<file path="config.mk">
export PLATFORM = sky130hd
export DESIGN_NAME = seven_seg_scroll_controller
export DESIGN_NICKNAME = d
export VERILOG_FILES = /design/src/rtl/seven_seg_scroll_controller.sv
export SDC_FILE = /design/constraint.sdc
export NUM_CORES = 1
export LEC_CHECK = 0
export ABC_CLOCK_PERIOD_IN_PS = 18480
export CAP_MARGIN = 20
export CORE_MARGIN = 1.5
export CORE_UTILIZATION = 45
export CTS_BUF_LIST = sky130_fd_sc_hd__clkbuf_4 sky130_fd_sc_hd__clkbuf_8 sky130_fd_sc_hd__clkbuf_16
export CTS_CLUSTER_DIAMETER = 60
export DETAILED_ROUTE_END_ITERATION = 12
export PLACE_DENSITY = 0.57
export SYNTH_ARGS = -nofsm -noshare
export SYNTH_HDL_FRONTEND = slang
export SYNTH_SLANG_ARGS = --single-unit
</file>
<file path="constraint.sdc">
create_clock -name Clock -period 18.48 [get_ports Clock]
set_input_delay 3.696 -clock Clock [delete_from_list [all_inputs] [get_ports Clock]]
set_output_delay 3.696 -clock Clock [all_outputs]
set_load 0.01 [all_outputs]
</file>
<file path="src/rtl/seven_seg_scroll_controller.sv">
// Scrolls a buffer of segment patterns across eight digits.
// Writes are accepted only while idle; the window wraps at the number of valid entries.
module seven_seg_scroll_controller #(
  parameter int           N     = 8,
  parameter int           DEPTH = 16,
  parameter int           TICKS = 25000000,
  parameter logic [N-1:0] BLANK = 8'hFF
) (
  input  logic                     Clock,
  input  logic                     Reset,
  input  logic                     WrEn,
  input  logic [N-1:0]             WrData,
  input  logic                     Clear,
  input  logic                     Start,
  input  logic                     Stop,
  input  logic                     Pause,
  output logic [N-1:0]             D7,
  output logic [N-1:0]             D6,
  output logic [N-1:0]             D5,
  output logic [N-1:0]             D4,
  output logic [N-1:0]             D3,
  output logic [N-1:0]             D2,
  output logic [N-1:0]             D1,
  output logic [N-1:0]             D0,
  output logic [$clog2(DEPTH):0]   Length,
  output logic                     Full,
  output logic                     Running
);

  localparam int OW = $clog2(DEPTH);
  localparam int LW = OW + 1;
  localparam int TW = $clog2(TICKS);
  localparam int PW = OW + 4;
  localparam logic [TW-1:0] TICK_LAST = TW'(TICKS - 1);

  typedef enum logic {IDLE = 1'b0, RUN = 1'b1} state_t;

  state_t        state_r, state_next_s;
  logic [N-1:0]  msg_r [DEPTH];
  logic [LW-1:0] length_r, length_next_s;
  logic          full_r;
  logic          running_r;
  logic [OW-1:0] offset_r, offset_next_s;
  logic [TW-1:0] tick_r, tick_next_s;
  logic          wr_s;
  logic [PW-1:0] pos_s    [8];
  logic [OW-1:0] idx_s    [8];
  logic [N-1:0]  window_s [8];
  logic [N-1:0]  disp_r   [8];

  // Next state, buffer length and scroll position
  always_comb begin
    state_next_s  = state_r;
    length_next_s = length_r;
    offset_next_s = offset_r;
    tick_next_s   = tick_r;
    wr_s          = 1'b0;
    case (state_r)
      IDLE: begin
        offset_next_s = '0;
        tick_next_s   = '0;
        if (Start && !Stop && (length_r != '0)) begin
          state_next_s = RUN;
        end else begin
          state_next_s = IDLE;
        end
        // Clear wins over a simultaneous write
        if (Clear) begin
          length_next_s = '0;
        end else if (WrEn && !full_r) begin
          wr_s          = 1'b1;
          length_next_s = length_r + LW'(1);
        end else begin
          length_next_s = length_r;
        end
      end
      RUN: begin
        if (Stop) begin
          state_next_s  = IDLE;
          offset_next_s = '0;
          tick_next_s   = '0;
        end else if (!Pause) begin
          if (tick_r == TICK_LAST) begin
            tick_next_s = '0;
            if (LW'(offset_r) == (length_r - LW'(1))) begin
              offset_next_s = '0;
            end else begin
              offset_next_s = offset_r + OW'(1);
            end
          end else begin
            tick_next_s = tick_r + TW'(1);
          end
        end else begin
          tick_next_s   = tick_r;
          offset_next_s = offset_r;
        end
      end
      default: begin
        state_next_s  = IDLE;
        length_next_s = '0;
        offset_next_s = '0;
        tick_next_s   = '0;
      end
    endcase
  end

  // Eight-character window starting at offset, wrapping at the valid length
  always_comb begin
    for (int k = 0; k < 8; k++) begin
      pos_s[k] = PW'(offset_r) + PW'(k);
      if (length_r != '0) begin
        idx_s[k] = OW'(pos_s[k] % PW'(length_r));
      end else begin
        idx_s[k] = '0;
      end
      window_s[k] = msg_r[idx_s[k]];
    end
  end

  // Control state, length, flags and scroll position
  always_ff @(posedge Clock) begin
    if (Reset) begin
      state_r   <= IDLE;
      length_r  <= '0;
      full_r    <= 1'b0;
      running_r <= 1'b0;
      offset_r  <= '0;
      tick_r    <= '0;
    end else begin
      state_r   <= state_next_s;
      length_r  <= length_next_s;
      full_r    <= (length_next_s == LW'(DEPTH));
      running_r <= (state_next_s == RUN);
      offset_r  <= offset_next_s;
      tick_r    <= tick_next_s;
    end
  end

  // Message storage is intentionally left unreset; Length masks stale entries
  always_ff @(posedge Clock) begin
    if (!Reset && wr_s) begin
      msg_r[length_r[OW-1:0]] <= WrData;
    end
  end

  // Display register: one cycle behind the state that selects it
  always_ff @(posedge Clock) begin
    for (int k = 0; k < 8; k++) begin
      if (Reset) begin
        disp_r[k] <= BLANK;
      end else if (state_r == RUN) begin
        disp_r[k] <= window_s[k];
      end else begin
        disp_r[k] <= BLANK;
      end
    end
  end

  assign D7      = disp_r[0];
  assign D6      = disp_r[1];
  assign D5      = disp_r[2];
  assign D4      = disp_r[3];
  assign D3      = disp_r[4];
  assign D2      = disp_r[5];
  assign D1      = disp_r[6];
  assign D0      = disp_r[7];
  assign Length  = length_r;
  assign Full    = full_r;
  assign Running = running_r;

endmodule

</file>
**Word level (Yosys, flattened, before mapping)**

Memories as Yosys holds them, arrays and structs flattened.
Index checks and enable logic that the tools add are counted.

- Register bits after elaboration: 36
- Memory bits (writable): 192
- Output and inout port bits: 71
- Logic and storage cells: 109
- Memories: 2

Memories:

| name | depth | width | rd ports | clocked after Yosys merged registers in | wr ports | line | source |
|---|---|---|---|---|---|---|---|
| msg_r | 16 | 8 | 8 | 0 | 1 | 39 | `logic [N-1:0] msg_r [DEPTH];` |
| disp_r | 8 | 8 | 8 | 0 | 8 | 49 | `logic [N-1:0] disp_r [8];` |

- $add $sub $neg: 11
- Div/mod/pow operators: 8
- Eq/ne operators: 5
- Muxes and demuxes: 52
- Bitwise logic cells: 17
- Reductions and logical operators: 9

Operator list:

| cell | number |
|---|---|
| $mux 8 | 16 |
| $mux 25 | 3 |
| $mod 8x5->8 | 7 |
| $pmux 25 s2 | 1 |
| $mux 4 | 12 |
| $add 25x1->25 const B | 1 |
| $eq 25x25->1 const B | 1 |
| $add 4x3->5 const B | 4 |
| $or 1x1->1 | 16 |
| $mux 1 | 15 |
| $mux 5 | 3 |
| $add 4x2->5 const B | 2 |
| $mod 4x5->8 | 1 |
| $pmux 4 s2 | 1 |
| $add 4x1->5 const B | 1 |
| $add 5x1->5 const B | 1 |
| $eq 4x5->1 | 1 |
| $eq 5x5->1 const B | 1 |
| $reduce_bool 5->1 | 1 |
| $sub 5x1->5 const B | 1 |
| $add 4x1->4 const B | 1 |
| $logic_and 1x1->1 | 4 |
| $logic_not 1->1 | 3 |
| $ne 3x2->1 const B | 1 |
| other kinds (4) | 4 |

**Depth between registers and ports, before layout**

- Depth after elaboration: 8
- Mapped depth: 72

**Worst setup path after synthesis**

OpenSTA, ideal clock, no wires.

- Path type: register to register
- From: register length_r[0], in the netlist Length[0]
- To: memory disp_r[4][0], in the netlist disp_r[2][0] (data pin)
- Library setup time: 0.268 ns
- Data arrival time: 15.910 ns
- Data required time: 18.212 ns
- Path slack: 2.302 ns
- Cell stages (with the launch flop): 71
- Buffers on the path: 9
- Clock period less this slack: 16.178 ns
- Cell sequence: dfxtp_1 > buf_2 > clkinv_1 > ha_1 > or4b_1 > clkbuf_1 > clkbuf_1 > clkbuf_1 > buf_1 > nor2_1 > ha_1 > a21o_1 > a21o_1 > a211o_1 > a21oi_1 > ha_1 > o21a_1 > nor2_1 > (+35 left out) > nand3_1 > mux2_2 > fa_1 > a21oi_1 > o21bai_1 > a21o_1 > a21oi_1 > o211ai_1 > or2_2 > clkbuf_1 > o211a_1 > buf_2 > buf_2 > buf_2 > nor2_1 > nand3_1 > o211ai_1 > nand4_1

RTL lines:

| what | line | source |
|---|---|---|
| from (decl) | 40 | `logic [LW-1:0] length_r, length_next_s;` |
| from (signal assigned) | 131 | `length_r <= length_next_s;` |
| to (decl) | 49 |  |

==> summary.md <==
| Metric | Value |
|---|---|
| Status | `finished clean` |
| Busiest grt layer | `met2` |
| Cell family with most CP delay | `compound AO/OA/AOI/OAI gates` |
| Diode count | `0` |
| Pre-CTS setup slack | `1.44 ns` |
| Worst Max-Slew Pin Slew | `1.14 ns` |
| Hold path start | `tick_r[24]$_SDFFE_PP0P_` |
| Met3 Usage GRT | `0.0766` |
| GRT Residual Overflow | `0` |
| Worst path arrival time | `17.49 ns` |
| Count of cell types in the netlist | `106` |
| Vias in the first global route | `27200` |
| First-pass GRT wire length | `169000 um` |
| Share of cells above drive strength 1 | `0.0910` |
| # fillers | `6212` |
| Total GRT Usage | `0.328` |
| Final min period | `17.16 ns` |
| Setup_tns | `0 ns` |
| Max Fclk | `58.3 MHz` |
| Die height | `260 um` |
| MaxCap Viol Count | `0` |
| CTS HTree Levels | `1` |
| Slew Viols, Final | `0` |
| RSZ-0062 raised after global routing | `no` |
| Root buffer cell | `clkbuf_16` |
| Worst skew pair latency | `0.60 ns` |
| Hold_buf cts | `0` |
| Core area | `0.0656 mm2` |
| Power Dens Cells | `173 mW/mm2` |
| Seq/Total Area, Yosys | `0.218` |
| Ys async rst share | `0` |
| Max IR drop VDD | `0.000188 V` |
| Fin util | `0.494` |
| Post-Synth XOR/XNOR Area | `0.0403` |
| Top_reg_cell synth | `edfxtp_1` |
| Initial antenna violation count | `3` |
| Largest cells by area after synthesis | `edfxtp_1 (19%), mux2i_1 (11%), ha_1 (11%)` |
| Largest net degree at the start of global routing | `77` |
| Worst r2r dst | `disp_r[3][5]$_SDFFCE_PP1P_` |
| TritonCTS clock tree | `built` |
| Die X | `260 um` |
| Area Overhead vs Synth | `8.91%` |
| Total CTS buffers | `29` |
| CTS clock-pin slew for the worst setup and hold paths | `0.06 ns` |
| Worst Hold Class | `register to register` |
| Post-route clock period utilization | `0.929` |
| Met2 Resource Use GR | `0.489` |
| Hpwl dp | `84400 um` |
| Critical Setup Path Class | `register to register` |
| Drt drc | `0` |
| Critical Path End Type | `register` |
| Most common cell on crit path | `ha_1` |
| GR Util met1 | `0.468` |
| Hold Crit Endpoint | `tick_r[24]$_SDFFE_PP0P_` |
| Longest Clk Path Bufs | `3` |
| CP max FO | `28` |
| Number of cell rows | `94` |
| Post-route setup slack | `1.32 ns` |
| # IOs | `86` |
| Cells after Synth | `3555` |
| Required time worst endpoint | `18.81 ns` |
| Syn. warnings | `0` |
| Yosys reg bits | `228` |
| Vias | `29300` |
| Commonest non-fill, non-tap cell in the layout | `nand2_1` |
| DP Cell Count | `4381` |
| Hold Crit Depth | `2` |
| WL/cell | `25.9 um` |
| Design Power | `5620 uW` |
| Starting density of the core | `0.454` |
| DRT iter0 DRCs | `3512` |
| Top cell type's share of synthesized area | `0.193` |
| Placer congestion estimate | `0.998` |
| Post-Synth Adder-Cell Area | `0.116` |
| Post-synthesis simple-gate area fraction | `0.173` |
| Fin nets | `3834` |
| Worst path max stage delay | `0.89 ns` |
| Cell depth of the worst flop-to-flop path | `59` |
| CP max stage cell | `nor2_1` |
| Max_slew headroom | `0.236` |
| CP startpoint kind | `register` |
| CP Buf/Inv Count | `2` |
| Largest family of logic cells by synthesized area | `compound AO/OA/AOI/OAI gates` |
| Final setup viols | `0` |
| Count of final hold-check violations | `0` |
| First drt pass iteration count | `8` |
| Flop-to-flop setup slack | `1.32 ns` |
| # clock sinks | `228` |
| Final cell count without fillers | `4437` |
| Worst reg2reg startpoint | `Length[0]$_SDFF_PP0_` |
| Die ar. | `0.0678 mm2` |
| Mapped cell area | `0.0298 mm2` |
| Multiplexer area fraction after synthesis | `0.176` |
| Synth area leader | `edfxtp_1` |
| Syn Area/Cell | `8.38 um2` |
| Buffers on Ports | `85` |
| Most frequent cells in the layout | `nand2_1 (362), mux2i_1 (335), ha_1 (259), nor2_1 (242), a21oi_1 (216)` |
| Final ANT Viol Nets | `0` |
| Post-synthesis compound-gate area fraction | `0.227` |
| Static leakage | `0.0133 uW` |
| Clock Skews | `0.0159 ns` |
| Total Routed Length | `115000 um` |
| Post-synth EDFFs | `192` |
| Vias per cell | `6.59` |
## through the flow
stage | hold WS, ns | instance area [um2]
2_1_floorplan | 0.458 | 30100
3_3_place_gp | 0.481 | 31400
3_5_place_dp | 0.486 | 31400
4_1_cts | 0.497 | 32400
5_1_grt | 0.526 | 32500
6_report | 0.497 | 32500
## power by group
part | switching [uW] | total, uW | internal (uW)
Combinational | 2550 | 4460 | 1910
Sequential | 4.39 | 565 | 560
Clock | 250 | 594 | 344
Total | 2800 | 5620 | 2820
## worst max path at each step
stage / startpoint / endpoint / slack [ns] / cells after the start
global placement: Length[0]$_SDFF_PP0_ / disp_r[3][5]$_SDFFCE_PP1P_ / 2.02 / 59
global route: Length[0]$_SDFF_PP0_ / disp_r[3][3]$_SDFFCE_PP1P_ / 0.01 / 61
floorplan: Length[0]$_SDFF_PP0_ / disp_r[2][0]$_SDFFCE_PP1P_ / 2.30 / 70
CTS: Length[0]$_SDFF_PP0_ / disp_r[3][5]$_SDFFCE_PP1P_ / 1.39 / 61
detailed placement: Length[0]$_SDFF_PP0_ / disp_r[3][2]$_SDFFCE_PP1P_ / 1.44 / 61
finish: Length[0]$_SDFF_PP0_ / disp_r[3][5]$_SDFFCE_PP1P_ / 1.32 / 59
## worst min-delay path: stages (launching register included)
cell and delay (ns):
dfxtp_1 0.32, o21ai_0 0.07, a21oi_1 0.06
## synthesized netlist by cell type (19+ instances only)
cell / instances
o31ai_1: 23
xor2_1: 45
dfxtp_1: 36
a21oi_1: 218
nand4_1: 31
o21ai_0: 164
a31oi_1: 28
edfxtp_1: 192
a211o_1: 27
nor2b_1: 48
a21o_1: 53
nand3_1: 90
o211ai_1: 31
buf_2: 56
a22oi_1: 83
nand2b_1: 54
o21a_1: 77
clkbuf_1: 152
and2_1: 19
o22ai_1: 26
ha_1: 259
a211oi_1: 93
nand2_1: 366
xnor2_1: 92
inv_1: 103
mux2_2: 128
mux2i_1: 338
nor2_1: 244
nor3_1: 105
## layout make-up
type	instances	area [um2]	share of cell area
clock buffer	33	756	0.0233
tap	864	1080	0.0333
clock inverter	21	245	0.00756
inverter	106	398	0.0123
sequential	228	6490	0.200
multi-input combinational	3046	22200	0.685
timing repair buffer	139	1270	0.0391
## layer usage
layer	vias up	wire length, um	share of wire
met4	4	3350	0.029
met2	1595	48700	0.42
met1	14100	49900	0.43
li1	13300	-	-
met3	230	13100	0.11
met5	-	27	0.00023
## sequential cells by signal, indices dropped and copies added, names as in the netlist
signal / flops
Running: 1
tick_r: 25
Full: 1
msg_r: 128
Length: 5
disp_r: 64
offset_r: 4
## what timing repair did
action                     CTS  global route
setup buffers                0             1
setup endpoints to repair    0             8
resized for setup            0             2
## kinds of logic after synthesis
group / Yosys count
other: 2
flip-flops: 228
AND/OR/NAND/NOR: 1079
buffers and inverters: 353
AO/OA/AOI/OAI: 998
multiplexers: 486
XOR/XNOR: 137
adder cells (fa/ha/maj): 272
(Power assumes the default switching activity.)
